## config.mk

```make
export PLATFORM = sky130hd
export DESIGN_NAME = muldiv_unit_flat
export DESIGN_NICKNAME = d
export VERILOG_FILES = /design/src/rtl/muldiv_unit_if.sv /design/src/rtl/muldiv_unit.sv /design/src/flat_wrapper.sv
export SDC_FILE = /design/constraint.sdc
export NUM_CORES = 1
export LEC_CHECK = 0
export CAP_MARGIN = 15
export CELL_PAD_IN_SITES_DETAIL_PLACEMENT = 1
export CELL_PAD_IN_SITES_GLOBAL_PLACEMENT = 2
export CORE_MARGIN = 2
export CORE_UTILIZATION = 36
export DETAILED_ROUTE_END_ITERATION = 10
export PLACE_DENSITY_LB_ADDON = 0.1
export SYNTH_ARGS = -nofsm -noshare
export SYNTH_HDL_FRONTEND = slang
export SYNTH_SLANG_ARGS = --single-unit
```

## constraint.sdc

```tcl
create_clock -name CLK -period 12.95 [get_ports CLK]
set_input_delay 1.9425 -clock CLK [delete_from_list [all_inputs] [get_ports CLK]]
set_output_delay 1.9425 -clock CLK [all_outputs]
set_load 0.1 [all_outputs]
```

## src/rtl/muldiv_unit_if.sv

```systemverilog
`default_nettype none
// =============================================================================
// muldiv_if: operand/control/result bundle between execute stage and muldiv_unit
// Rev 1.0
// =============================================================================
package cpu_types_pkg;
    typedef logic [31:0] word_t;
endpackage

interface muldiv_if;
    import cpu_types_pkg::*;

    logic       start;
    logic [1:0] op;
    word_t      portA;
    word_t      portB;
    logic       flush;
    logic       hi_we;
    logic       lo_we;
    word_t      wdata;
    logic       busy;
    logic       done;
    word_t      hi;
    word_t      lo;

    modport master (
        output start, op, portA, portB, flush, hi_we, lo_we, wdata,
        input  busy, done, hi, lo
    );

    modport slave (
        input  start, op, portA, portB, flush, hi_we, lo_we, wdata,
        output busy, done, hi, lo
    );
endinterface
`default_nettype wire

```

## src/rtl/muldiv_unit.sv

```systemverilog
`default_nettype none
// =============================================================================
// muldiv_unit: 32-iteration radix-2 MULT/MULTU/DIV/DIVU with HI/LO registers.
// Define MULDIV_DIV_EN to build the divider.  Rev 1.0
// =============================================================================
module muldiv_unit (
    input  logic     CLK,
    input  logic     nRST,
    muldiv_if.slave  bus
);
    import cpu_types_pkg::*;

    typedef enum logic [1:0] {
        S_IDLE = 2'd0,
        S_RUN  = 2'd1,
        S_DONE = 2'd2
    } state_t;

    state_t      state_q, state_d;
    logic [4:0]  count_q, count_d;
    logic [63:0] acc_q, acc_d;
    word_t       m_q, m_d;
    logic        neg_q, neg_d;
    word_t       hi_q, hi_d;
    word_t       lo_q, lo_d;
`ifdef MULDIV_DIV_EN
    logic        is_div_q, is_div_d;
    logic        rneg_q, rneg_d;
    logic [32:0] w_div_trial;
    logic [63:0] w_div_step;
`endif

    logic        w_accept;
    logic        w_signed;
    logic        w_a_neg;
    logic        w_b_neg;
    logic        w_last;
    word_t       w_abs_a;
    word_t       w_abs_b;
    logic [32:0] w_mul_sum;
    logic [63:0] w_mul_step;
    logic [63:0] w_step;
    logic [63:0] w_prod;
    word_t       w_res_hi;
    word_t       w_res_lo;

    assign w_accept = (state_q != S_RUN) && bus.start && !bus.flush;
    assign w_signed = ~bus.op[0];
    assign w_a_neg  = w_signed & bus.portA[31];
    assign w_b_neg  = w_signed & bus.portB[31];
    assign w_abs_a  = w_a_neg ? (32'd0 - bus.portA) : bus.portA;
    assign w_abs_b  = w_b_neg ? (32'd0 - bus.portB) : bus.portB;
    assign w_last   = (count_q == 5'd31);

    // Multiply: multiplier sits in acc[31:0] and is consumed LSB-first while
    // the partial product grows in from the top.
    assign w_mul_sum  = {1'b0, acc_q[63:32]} + {1'b0, m_q};
    assign w_mul_step = acc_q[0] ? {w_mul_sum, acc_q[31:1]} : {1'b0, acc_q[63:1]};

`ifdef MULDIV_DIV_EN
    // Divide: remainder in acc[63:32], dividend shifts out as quotient shifts in.
    assign w_div_trial = acc_q[63:31] - {1'b0, m_q};
    assign w_div_step  = w_div_trial[32] ? {acc_q[62:0], 1'b0}
                                         : {w_div_trial[31:0], acc_q[30:0], 1'b1};
    assign w_step      = is_div_q ? w_div_step : w_mul_step;
`else
    assign w_step      = w_mul_step;
`endif

    always_comb begin
        w_prod   = neg_q ? (64'd0 - w_step) : w_step;
        w_res_hi = w_prod[63:32];
        w_res_lo = w_prod[31:0];
`ifdef MULDIV_DIV_EN
        if (is_div_q) begin
            w_res_lo = neg_q  ? (32'd0 - w_step[31:0])  : w_step[31:0];
            w_res_hi = rneg_q ? (32'd0 - w_step[63:32]) : w_step[63:32];
        end
`endif
    end

    always_comb begin
        state_d  = state_q;
        count_d  = count_q;
        acc_d    = acc_q;
        m_d      = m_q;
        neg_d    = neg_q;
        hi_d     = hi_q;
        lo_d     = lo_q;
`ifdef MULDIV_DIV_EN
        is_div_d = is_div_q;
        rneg_d   = rneg_q;
`endif

        if (state_q != S_RUN) begin
            if (bus.hi_we) hi_d = bus.wdata;
            if (bus.lo_we) lo_d = bus.wdata;
        end

        case (state_q)
            S_IDLE, S_DONE: begin
                state_d = S_IDLE;
                if (w_accept) begin
                    count_d = 5'd0;
                    if (bus.op[1]) begin
`ifdef MULDIV_DIV_EN
                        // A zero divisor must leave the all-ones quotient
                        // unnegated; the remainder naturally returns portA.
                        is_div_d = 1'b1;
                        m_d      = w_abs_b;
                        acc_d    = {32'd0, w_abs_a};
                        neg_d    = (w_a_neg ^ w_b_neg) && (bus.portB != 32'd0);
                        rneg_d   = w_a_neg;
                        state_d  = S_RUN;
`else
                        state_d  = S_DONE;
`endif
                    end else begin
`ifdef MULDIV_DIV_EN
                        is_div_d = 1'b0;
                        rneg_d   = 1'b0;
`endif
                        m_d      = w_abs_a;
                        acc_d    = {32'd0, w_abs_b};
                        neg_d    = w_a_neg ^ w_b_neg;
                        state_d  = S_RUN;
                    end
                end
            end
            S_RUN: begin
                if (bus.flush) begin
                    state_d = S_IDLE;
                end else begin
                    acc_d   = w_step;
                    count_d = count_q + 5'd1;
                    if (w_last) begin
                        state_d = S_DONE;
                        hi_d    = w_res_hi;
                        lo_d    = w_res_lo;
                    end
                end
            end
            default: state_d = S_IDLE;
        endcase
    end

    always_ff @(posedge CLK or negedge nRST) begin
        if (!nRST) begin
            state_q  <= S_IDLE;
            count_q  <= 5'd0;
            acc_q    <= 64'd0;
            m_q      <= 32'd0;
            neg_q    <= 1'b0;
            hi_q     <= 32'd0;
            lo_q     <= 32'd0;
`ifdef MULDIV_DIV_EN
            is_div_q <= 1'b0;
            rneg_q   <= 1'b0;
`endif
        end else begin
            state_q  <= state_d;
            count_q  <= count_d;
            acc_q    <= acc_d;
            m_q      <= m_d;
            neg_q    <= neg_d;
            hi_q     <= hi_d;
            lo_q     <= lo_d;
`ifdef MULDIV_DIV_EN
            is_div_q <= is_div_d;
            rneg_q   <= rneg_d;
`endif
        end
    end

    assign bus.busy = (state_q == S_RUN);
    assign bus.done = (state_q == S_DONE);
    assign bus.hi   = hi_q;
    assign bus.lo   = lo_q;

endmodule
`default_nettype wire

```

## src/flat_wrapper.sv

```systemverilog
// flat-port wrapper written by rule: the top's interface ports become plain ports
module muldiv_unit_flat import cpu_types_pkg::*;
  (CLK, nRST, bus_start, bus_op, bus_portA, bus_portB, bus_flush, bus_hi_we, bus_lo_we, bus_wdata, bus_busy, bus_done, bus_hi, bus_lo);
  muldiv_if bus_i ();
  input  logic CLK;
  input  logic nRST;
  input wire logic [$bits(bus_i.start)-1:0] bus_start;
  input wire logic [$bits(bus_i.op)-1:0] bus_op;
  input wire logic [$bits(bus_i.portA)-1:0] bus_portA;
  input wire logic [$bits(bus_i.portB)-1:0] bus_portB;
  input wire logic [$bits(bus_i.flush)-1:0] bus_flush;
  input wire logic [$bits(bus_i.hi_we)-1:0] bus_hi_we;
  input wire logic [$bits(bus_i.lo_we)-1:0] bus_lo_we;
  input wire logic [$bits(bus_i.wdata)-1:0] bus_wdata;
  output wire logic [$bits(bus_i.busy)-1:0] bus_busy;
  output wire logic [$bits(bus_i.done)-1:0] bus_done;
  output wire logic [$bits(bus_i.hi)-1:0] bus_hi;
  output wire logic [$bits(bus_i.lo)-1:0] bus_lo;
  assign bus_i.start = bus_start;
  assign bus_i.op = bus_op;
  assign bus_i.portA = bus_portA;
  assign bus_i.portB = bus_portB;
  assign bus_i.flush = bus_flush;
  assign bus_i.hi_we = bus_hi_we;
  assign bus_i.lo_we = bus_lo_we;
  assign bus_i.wdata = bus_wdata;
  assign bus_busy = bus_i.busy;
  assign bus_done = bus_i.done;
  assign bus_hi = bus_i.hi;
  assign bus_lo = bus_i.lo;
  muldiv_unit u_core (.CLK(CLK), .nRST(nRST), .bus(bus_i));
endmodule
```

* Word level (Yosys, flattened, before mapping)
Index checks and enable logic that the tools add are counted.
Operators by class: $add $sub $neg 5, equal/unequal tests 8, multiplexer cells 26, bitwise operators 5, reduce and logical (&&, ||, !) cells 9
Operators by type and width (count):
- $mux 32 | 12
- $mux 64 | 5
- $pmux 64 s2 | 1
- $sub 1x32->32 const A | 2
- $sub 1x64->64 const A | 1
- $add 32x32->33 | 1
- $mux 5 | 2
- $pmux 5 s2 | 1
- $mux 2 | 4
- $reduce_and 3->1 | 2
- $add 5x1->5 const B | 1
- $eq 5x5->1 const B | 1
- $ne 2x1->1 const B | 2
- $ne 2x2->1 const B | 2
- $pmux 2 s2 | 1
- $reduce_and 4->1 | 1
- $ne 3x2->1 const B | 1
- $and 1x1->1 | 2
- $eq 2x1->1 const B | 1
- $eq 2x2->1 const B | 1
- $logic_and 1x1->1 | 2
- $logic_not 2->1 | 1
- $not 1->1 | 2
- $reduce_bool 2->1 | 1
- 3 further kinds | 3
Storage, ports and cells: register bits 168, bits of input ports 104, output and inout port bits 66, logic and storage cells 60

* Longest topological paths before layout
Gate-level depths: netlist (run 1).
word-level depth 7, depth in mapped cells 13, mapped depth without buffers 12

* Worst setup path after synthesis (run 1)
No wires, ideal clock.
kind register to register, start register u_core.acc_q[32], end register u_core.hi_q[29], in the netlist u_core.bus.hi[29], library setup time 0.120 ns, data arrival time 3.957 ns, path slack 8.874 ns, stages on the path, launching flop included 13, period minus slack after synthesis 4.076 ns, cells stage by stage dfrtp_1 ha_1 fa_1 a211o_1 a2111oi_0 or3_1 nand2_1 mux2i_1 or3b_4 or4_4 or4b_4 a21o_1 a31o_1
On the way: longest elaborated chain between the ends 7
Ends and longest elaborated chain:
- start, declared | RTL line muldiv_unit.sv:21 | logic [63:0] acc_q, acc_d;
- start signal, assigned | RTL line muldiv_unit.sv:151 | acc_q <= 64'd0;
- start signal, assigned | RTL line muldiv_unit.sv:163 | acc_q <= acc_d;
- $add 32x32->33 | RTL line muldiv_unit.sv:57 | assign w_mul_sum = {1'b0, acc_q[63:32]} + {1'b0, m_q};
- $mux 64 (*) | RTL line muldiv_unit.sv:58 | assign w_mul_step = acc_q[0] ? {w_mul_sum, acc_q[31:1]} : {1'b0, acc_q[63:1]};
- $sub 1x64->64 | RTL line muldiv_unit.sv:71 | w_prod = neg_q ? (64'd0 - w_step) : w_step;
- $mux 64 (*) | RTL line muldiv_unit.sv:71
- $mux 32 (*) | RTL line muldiv_unit.sv:136 | if (w_last) begin
- $mux 32 (*) | RTL line muldiv_unit.sv:131 | if (bus.flush) begin
- $mux 32 (*) | RTL line muldiv_unit.sv:100 | case (state_q)
- named net u_core.hi_d[29] | RTL line muldiv_unit.sv:24 | word_t hi_q, hi_d;
- end signal, assigned | RTL line muldiv_unit.sv:166 | hi_q <= hi_d;
- end, declared | RTL line muldiv_unit.sv:24
The timed path passes the listed nets; every way through them passes the cells marked *. A chain may end at the register's enable or synchronous reset.

* Worst setup path after layout (run 1)
Ends and elaborated chain as after synthesis.

==> results.tsv, run 1 <==
stage	metric	value	unit
finish	Area growth syn-to-layout	21.6	%
synthesis	Post-Syn Area per Cell	8.12	sq um
synthesis	YS warnings	0	
finish	fin cells	2095	
timing	Slew Limit Fails	0	
routing	DRT Pass-1 Iters	4	
place	setup slack at placement	7.95	ns
power	total power per unit cell area	192	nW/um^2
worst_setup_path	CP Class	reg2reg	
timing	final setup vio count	0	
clocking	CTS H-tree depth	4	
routing	Routed WL per cell	21.1	microns
timing	post-route clock period utilization	36.7	%
timing	worst-margin pin slew	1.14	ns
die	row cnt	67	
clocking	Max Root-Sink Buffers	2	
worst_setup_path	Startpoint Class	flip-flop	
global_route	largest net degree at the start of global routing	117	
timing	final hold viol count	0	
synthesis	Netlist Area Pre-Place	12300	sq um
job	Max Cap Viol	0	
power	cell leakage power	0.00607	uW
finish	Net count, final	1777	
synthesis	synth unique cells	79	
clocking	CTS Root Cell	clkbuf_16	
routing	initial DRC count	749	
clocking	CTS tree	built	
synthesis	Synth top area share	34.1	%
clocking	Worst-Skew Late Latency	0.45	ns
synthesis	number of flops mapped to enable cells by yosys	0	
global_route	initial antenna violation count	0	
die	die span in y	189	microns
clocking	hold-fix buffers at CTS	0	
global_route	Overflow after GRT	0	
global_route	first-pass GRT wire length	70300	microns
clocking	setup repair bufs after CTS	0	
timing	Max Fclk	0.210	GHz
power	VDD IR max	0.115	mV
place	hpwl dp	33600	microns
timing	crit path time final	4.76	ns
timing	clock skew	0.0145	ns
clocking	post-cts resize count	0	
routing	remaining antenna violation count	0	
synthesis	Post-Syn Nets	1659	
worst_hold_path	HP Class	reg2reg	
clocking	clock sinks	168	
timing	Slew HR	24.3	%
power	Pwr Total	2870	uW
place	port bufs	169	
routing	vias per inst	5.65	
timing	RSZ-0062 raised after global routing	no	
place	dpl cells	2064	
routing	Remaining DRCs	0	
synthesis	Seq/Total Area, Yosys	34.1	%
die	Starting Density	36.7	%
finish	ant diodes	0	
worst_setup_path	Worst Path Required	13.30	ns
synthesis	Yosys reg bits	168	
die	full die area	35700	sq um
timing	Worst Setup Slack, final	8.19	ns
die	I/O pin total	170	
clocking	clk slew on worst S/H paths	0.08	ns
routing	Total Wirelength	44200	microns
finish	layout cells sized above 1	5.34	%
worst_setup_path	endpoint arrival time on the critical path	5.10	ns
synthesis	Most used DFF post-synth	dfrtp_1	
synthesis	synthesized instance count	1517	
synthesis	area leader, netlist	dfrtp_1	
synthesis	FFs w/ async S/R, synth	100	%
worst_setup_path	CP endpoint kind	flip-flop	
global_route	Global Route Usage Sum	25.2	%
synthesis	top post-synthesis cells by area	dfrtp_1 34%, o21ai_0 8.6%, nand2_1 6.9%, a21oi_1 4.8%, mux2i_1 4.7%	
global_route	vias in the first global route	12135	
die	Die X	189	microns
worst_setup_path	Max FO, Critical Path	6	
routing	via count	11830	
die	Core ar.	33600	sq um
clocking	cts bufs inserted	17	
timing	Setup TNS	0	ns
finish	Fill cells	3962	
place	GP Congestion	0.849	
status	status	finished, final reports clean	
==> state kept, by name, summed over array words and instances, names as in the netlist <==
name / cells
u_core.acc_q: 64
u_core.bus.hi: 32
u_core.bus.lo: 32
u_core.count_q: 5
u_core.m_q: 32
u_core.neg_q: 1
u_core.state_q: 2
==> report_power, final <==
part           internal, uW  total [uW]  switching, uW
Combinational           512        1550           1030
Sequential              646         800            154
Clock                   292         526            235
Total                  1450        2870           1420
==> layout make-up <==
cell class	instances	area (sq um)	share of cell area, %
clock buffers	23	498	3.32
clock inverters	8	85.1	0.568
inverters	21	78.8	0.526
multi-input cells	1240	7730	51.6
flip-flops and latches	168	4210	28.1
well taps	448	561	3.74
repair buffers	187	1830	12.2
==> worst max-delay path: stages (launching register included) <==
cell	delay, ns
dfrtp_1	0.41
ha_1	0.24
fa_1	0.44
a211oi_2	0.37
o211ai_1	0.25
a21oi_1	0.47
xnor2_1	0.20
a211oi_1	0.50
nand4_1	0.33
or4_4	0.56
or4b_4	0.50
a21o_1	0.19
a31o_1	0.20
==> synthesized netlist by cell type (all sizes together), types with 13 or more instances <==
cell type    n
o21ai      214
mux2i       58
nand4       23
nor3        27
or3         23
clkbuf      72
nand2b      16
nor2b       13
or4         16
ha          37
o21a        13
nor2        93
dfrtp      168
xor2        55
inv         21
o31ai       27
buf         16
xnor2       59
nor4        14
nand2      227
nand3       29
a21oi      118
and3        14
==> metal layers <==
metal,GRT usage (%),up-vias,wire [microns],share of wire [%]
li1,-,5754,-,-
met1,37.2,5786,22200,50
met2,38.5,247,19400,44
met3,3.52,43,1780,4.0
met4,6.70,0,823,1.9
met5,0,-,0,0
==> kinds of logic after synthesis <==
group	Yosys count	share of synthesized area, %
AND/OR/NAND/NOR	527	20.8
flip-flops	168	34.1
XOR/XNOR	114	8.10
buffers and inverters	109	3.33
multiplexers	68	5.62
adder cells (fa/ha/maj)	38	3.92
AO/OA/AOI/OAI	493	24.1
==> stage by stage <==
stage	cell area, sq um	hold WS, ns	util (%)
5_1_grt	15000	0.550	44.6
6_report	15000	0.503	44.6
3_3_place_gp	14400	0.487	42.9
2_1_floorplan	12300	0.456	-
3_5_place_dp	14400	0.489	42.9
4_1_cts	15000	0.506	44.6
==> cell usage in the layout (no fill, tap or decap), drive strengths merged, types with 29 or more instances in the layout <==
cell           instances
a21oi                118
clkdlybuf4s50        168
dfrtp                168
ha                    37
mux2i                 58
nand2                227
nand3                 29
nor2                  93
o21ai                214
xnor2                 59
xor2                  55
==> path summary, 6_finish.rpt <==
kind	from	to	slack (ns)	cells past startpoint
setup / recovery	u_core.acc_q[32]	u_core.bus.hi[29]	8.19	12
hold / removal	u_core.m_q[2]	u_core.m_q[2]	0.50	2
hold reg to reg	u_core.m_q[2]	u_core.m_q[2]	0.50	2
setup reg to reg	u_core.acc_q[32]	u_core.bus.hi[29]	8.19	12
min in group asynchronous	nRST	u_core.acc_q[58]	1.62	1
max in group asynchronous	nRST	u_core.neg_q	9.78	2
No activity file was read; power rests on OpenSTA's default activity.
==> inputs of run 2 (changes only) <==
CORE_UTILIZATION = 30   (was 36)
clock period = 3.9 ns   (was 12.95 ns; I/O delays follow)
==> run 2 against run 1 <==
  * The flow now finishes with violations (negative setup slack)
  * Sequential power increased to 3.2 times the previous value
  * Worst setup slack got worse by 8.3 ns
  * Via count increased by 4.1%
  * Register-to-register slack got worse by 8.3 ns
  * Clock-buffer cell count decreased by 3
  * Clock skew decreased by 0.0034 ns
  * First-iteration DRC count decreased by 17%
  * Critical path type unchanged
  * Worst hold slack got worse by 0.33 ns
==> results.tsv, run 2 (synthesized netlist as in run 1, its figures left out) <==
stage	metric	value	unit	change
finish	Largest register FFs	64		unchanged
clocking	Max Root-Sink Buffers	2		unchanged
routing	Total Wirelength	48800	microns	+10%
timing	Slew HR	30.3	%	+6.0 points
worst_setup_path	cell mode on critical path	or4_4		
global_route	initial antenna violation count	2		+2
clocking	Worst-Skew Late Latency	0.45	ns	about the same
timing	final hold viol count	0		unchanged
die	die span in y	207	microns	+9.3%
timing	Slew Limit Fails	0		unchanged
finish	layout cells sized above 1	14.3	%	+8.9 points
routing	Routed WL per cell	21.1	microns	-0.13%
global_route	Global Route Usage Sum	23.0	%	-2.2 points
worst_setup_path	Buf/Inv on CP	0		unchanged
worst_hold_path	HP Class	in2async		
die	row cnt	74		+10%
timing	clock skew	0.0112	ns	-0.00337 ns
global_route	largest net degree at the start of global routing	82		-30%
routing	remaining antenna violation count	0		unchanged
clocking	clock sinks	168		unchanged
timing	crit path time final	4.00	ns	-0.754 ns
clocking	CTS Root Cell	clkbuf_16		
timing	Max Fclk	0.250	GHz	+19%
clocking	clk slew on worst S/H paths	0.07	ns	about the same
status	status	finished, violations left		
finish	cell area after layout	16400	sq um	+9.3%
power	cell leakage power	0.00680	uW	+12%
die	Starting Density	30.3	%	-6.3 points
routing	wire length on met3	1330	microns	-26%
global_route	vias in the first global route	12709		+4.7%
place	GP Congestion	0.835		-1.7%
routing	Remaining DRCs	0		unchanged
routing	highest routed metal layer	met4		
worst_setup_path	Max FO, Critical Path	5		-1
timing	RSZ-0062 raised after global routing	yes		
worst_setup_path	slowest CP cell	or4b_4		
status	violated checks	negative setup slack		
routing	initial DRC count	619		-17%
clocking	CTS tree	built		
finish	Area growth syn-to-layout	33.0	%	
worst_setup_path	Startpoint Class	flip-flop		
finish	commonest non-fill, non-tap cell in the layout	nand2_1		
worst_setup_path	Top delay family on crit path	simple AND/OR/NAND/NOR gates		
die	Die X	207	microns	+9.3%
worst_setup_path	CP endpoint kind	flip-flop		
finish	register with the most flip-flops	u_core.acc_q		
worst_setup_path	worst stage delay on the critical path	0.54	ns	-0.02 ns
routing	Metal-1 WL	24200	microns	+8.7%
place	port bufs	169		unchanged
power	Pwr Total	10800	uW	+280%
finish	Net count, final	1912		+7.6%
job	Max Cap Viol	0		unchanged
place	hpwl dp	38800	microns	+15%
routing	via count	12316		+4.1%
worst_setup_path	reg2reg start	u_core.acc_q[32]		
finish	commonest cells after routing, fill and taps aside	225 x nand2_1, 206 x o21ai_0, 167 x clkdlybuf4s50_1, 166 x dfrtp_1, 150 x buf_4		
timing	final setup vio count	1		+1
routing	WL met2	22600	microns	+17%
die	I/O pin total	170		unchanged
timing	post-route clock period utilization	103	%	+66 points
power	VDD IR max	0.331	mV	+190%
clocking	CTS H-tree depth	4		unchanged
die	Core ar.	40600	sq um	+21%
timing	WHS	0.173	ns	-0.330 ns
clocking	hold-fix buffers at CTS	0		unchanged
power	total power per unit cell area	660	nW/um^2	+240%
timing	worst-margin pin slew	1.04	ns	-0.0939 ns
global_route	Overflow after GRT	0		unchanged
worst_setup_path	Worst Path Required	4.23	ns	-9.07 ns
place	setup slack at placement	-0.313	ns	-8.26 ns
die	full die area	42700	sq um	+20%
routing	vias per inst	5.32		-5.8%
timing	Worst Setup Slack, final	-0.102	ns	-8.30 ns
clocking	cts bufs inserted	17		unchanged
worst_setup_path	worst setup path start	u_core.acc_q[32]		
finish	fin cells	2315		+11%
routing	DRT Pass-1 Iters	4		unchanged
global_route	first-pass GRT wire length	75000	microns	+6.7%
place	DP Area	15500	sq um	+7.6%
worst_setup_path	CP Class	reg2reg		
worst_setup_path	endpoint arrival time on the critical path	4.34	ns	-0.76 ns
place	dpl cells	2271		+10%
worst_setup_path	CP Cell Sequence	ha_2, fa_2, a211oi_4, or4_4, o221ai_4, nor4b_4, nand3_2, or3b_4, or4_4, or4b_4, a21o_1, a31o_1		
==> run 2: cell type report <==
| cell class | count | area (sq um) |
|---|---|---|
| antenna | 1 | 2.50 |
| clock buffer | 20 | 457 |
| clock inverter | 11 | 149 |
| fill | 4784 | 24300 |
| inverter | 21 | 78.8 |
| multi-input combinational | 1240 | 7950 |
| sequential | 168 | 4210 |
| tap | 532 | 666 |
| timing repair buffer | 322 | 2880 |
==> run 2: what timing repair did <==
action,in CTS,in global routing
endpoints found under the setup margin,9,14
resized for setup,12,27
endpoints found under the hold margin,0,0
pin swaps,13,8
gates cloned,0,0
buffers inserted,4,8
==> run 2: layer usage <==
metal / vias up / GRT usage [%]
li1: 6033 / -
met4: 0 / 5.08
met1: 6093 / 32.9
met2: 162 / 37.2
met5: - / 0
met3: 28 / 2.83
==> run 2: path summary, 6_finish.rpt <==
| path | cells past startpoint | slack [ns] | endpoint |
|---|---|---|---|
| hold reg to reg | 2 | 0.49 | u_core.m_q[3] |
| setup / recovery | 12 | -0.10 | u_core.bus.hi[29] |
| max in group asynchronous | 2 | 2.85 | u_core.m_q[13] |
| hold / removal | 1 | 0.17 | u_core.acc_q[63] |
| setup reg to reg | 12 | -0.10 | u_core.bus.hi[29] |
| min in group CLK | 2 | 0.49 | u_core.m_q[3] |
==> run 2: per-stage QoR <==
| step | utilization (%) | TNS, ns |
|---|---|---|
| floorplan | - | -0.0586 |
| global placement | 38.1 | -0.431 |
| detailed placement | 38.1 | -0.949 |
| CTS | 39.9 | -0.170 |
| global route | 40.3 | -1.06 |
| finish | 40.3 | -0.102 |
==> run 2: power by group <==
group | internal [uW] | total [uW] | switching, uW
registers | 2140 | 2590 | 450
clock network | 1040 | 1800 | 760
logic | 2480 | 6430 | 3960
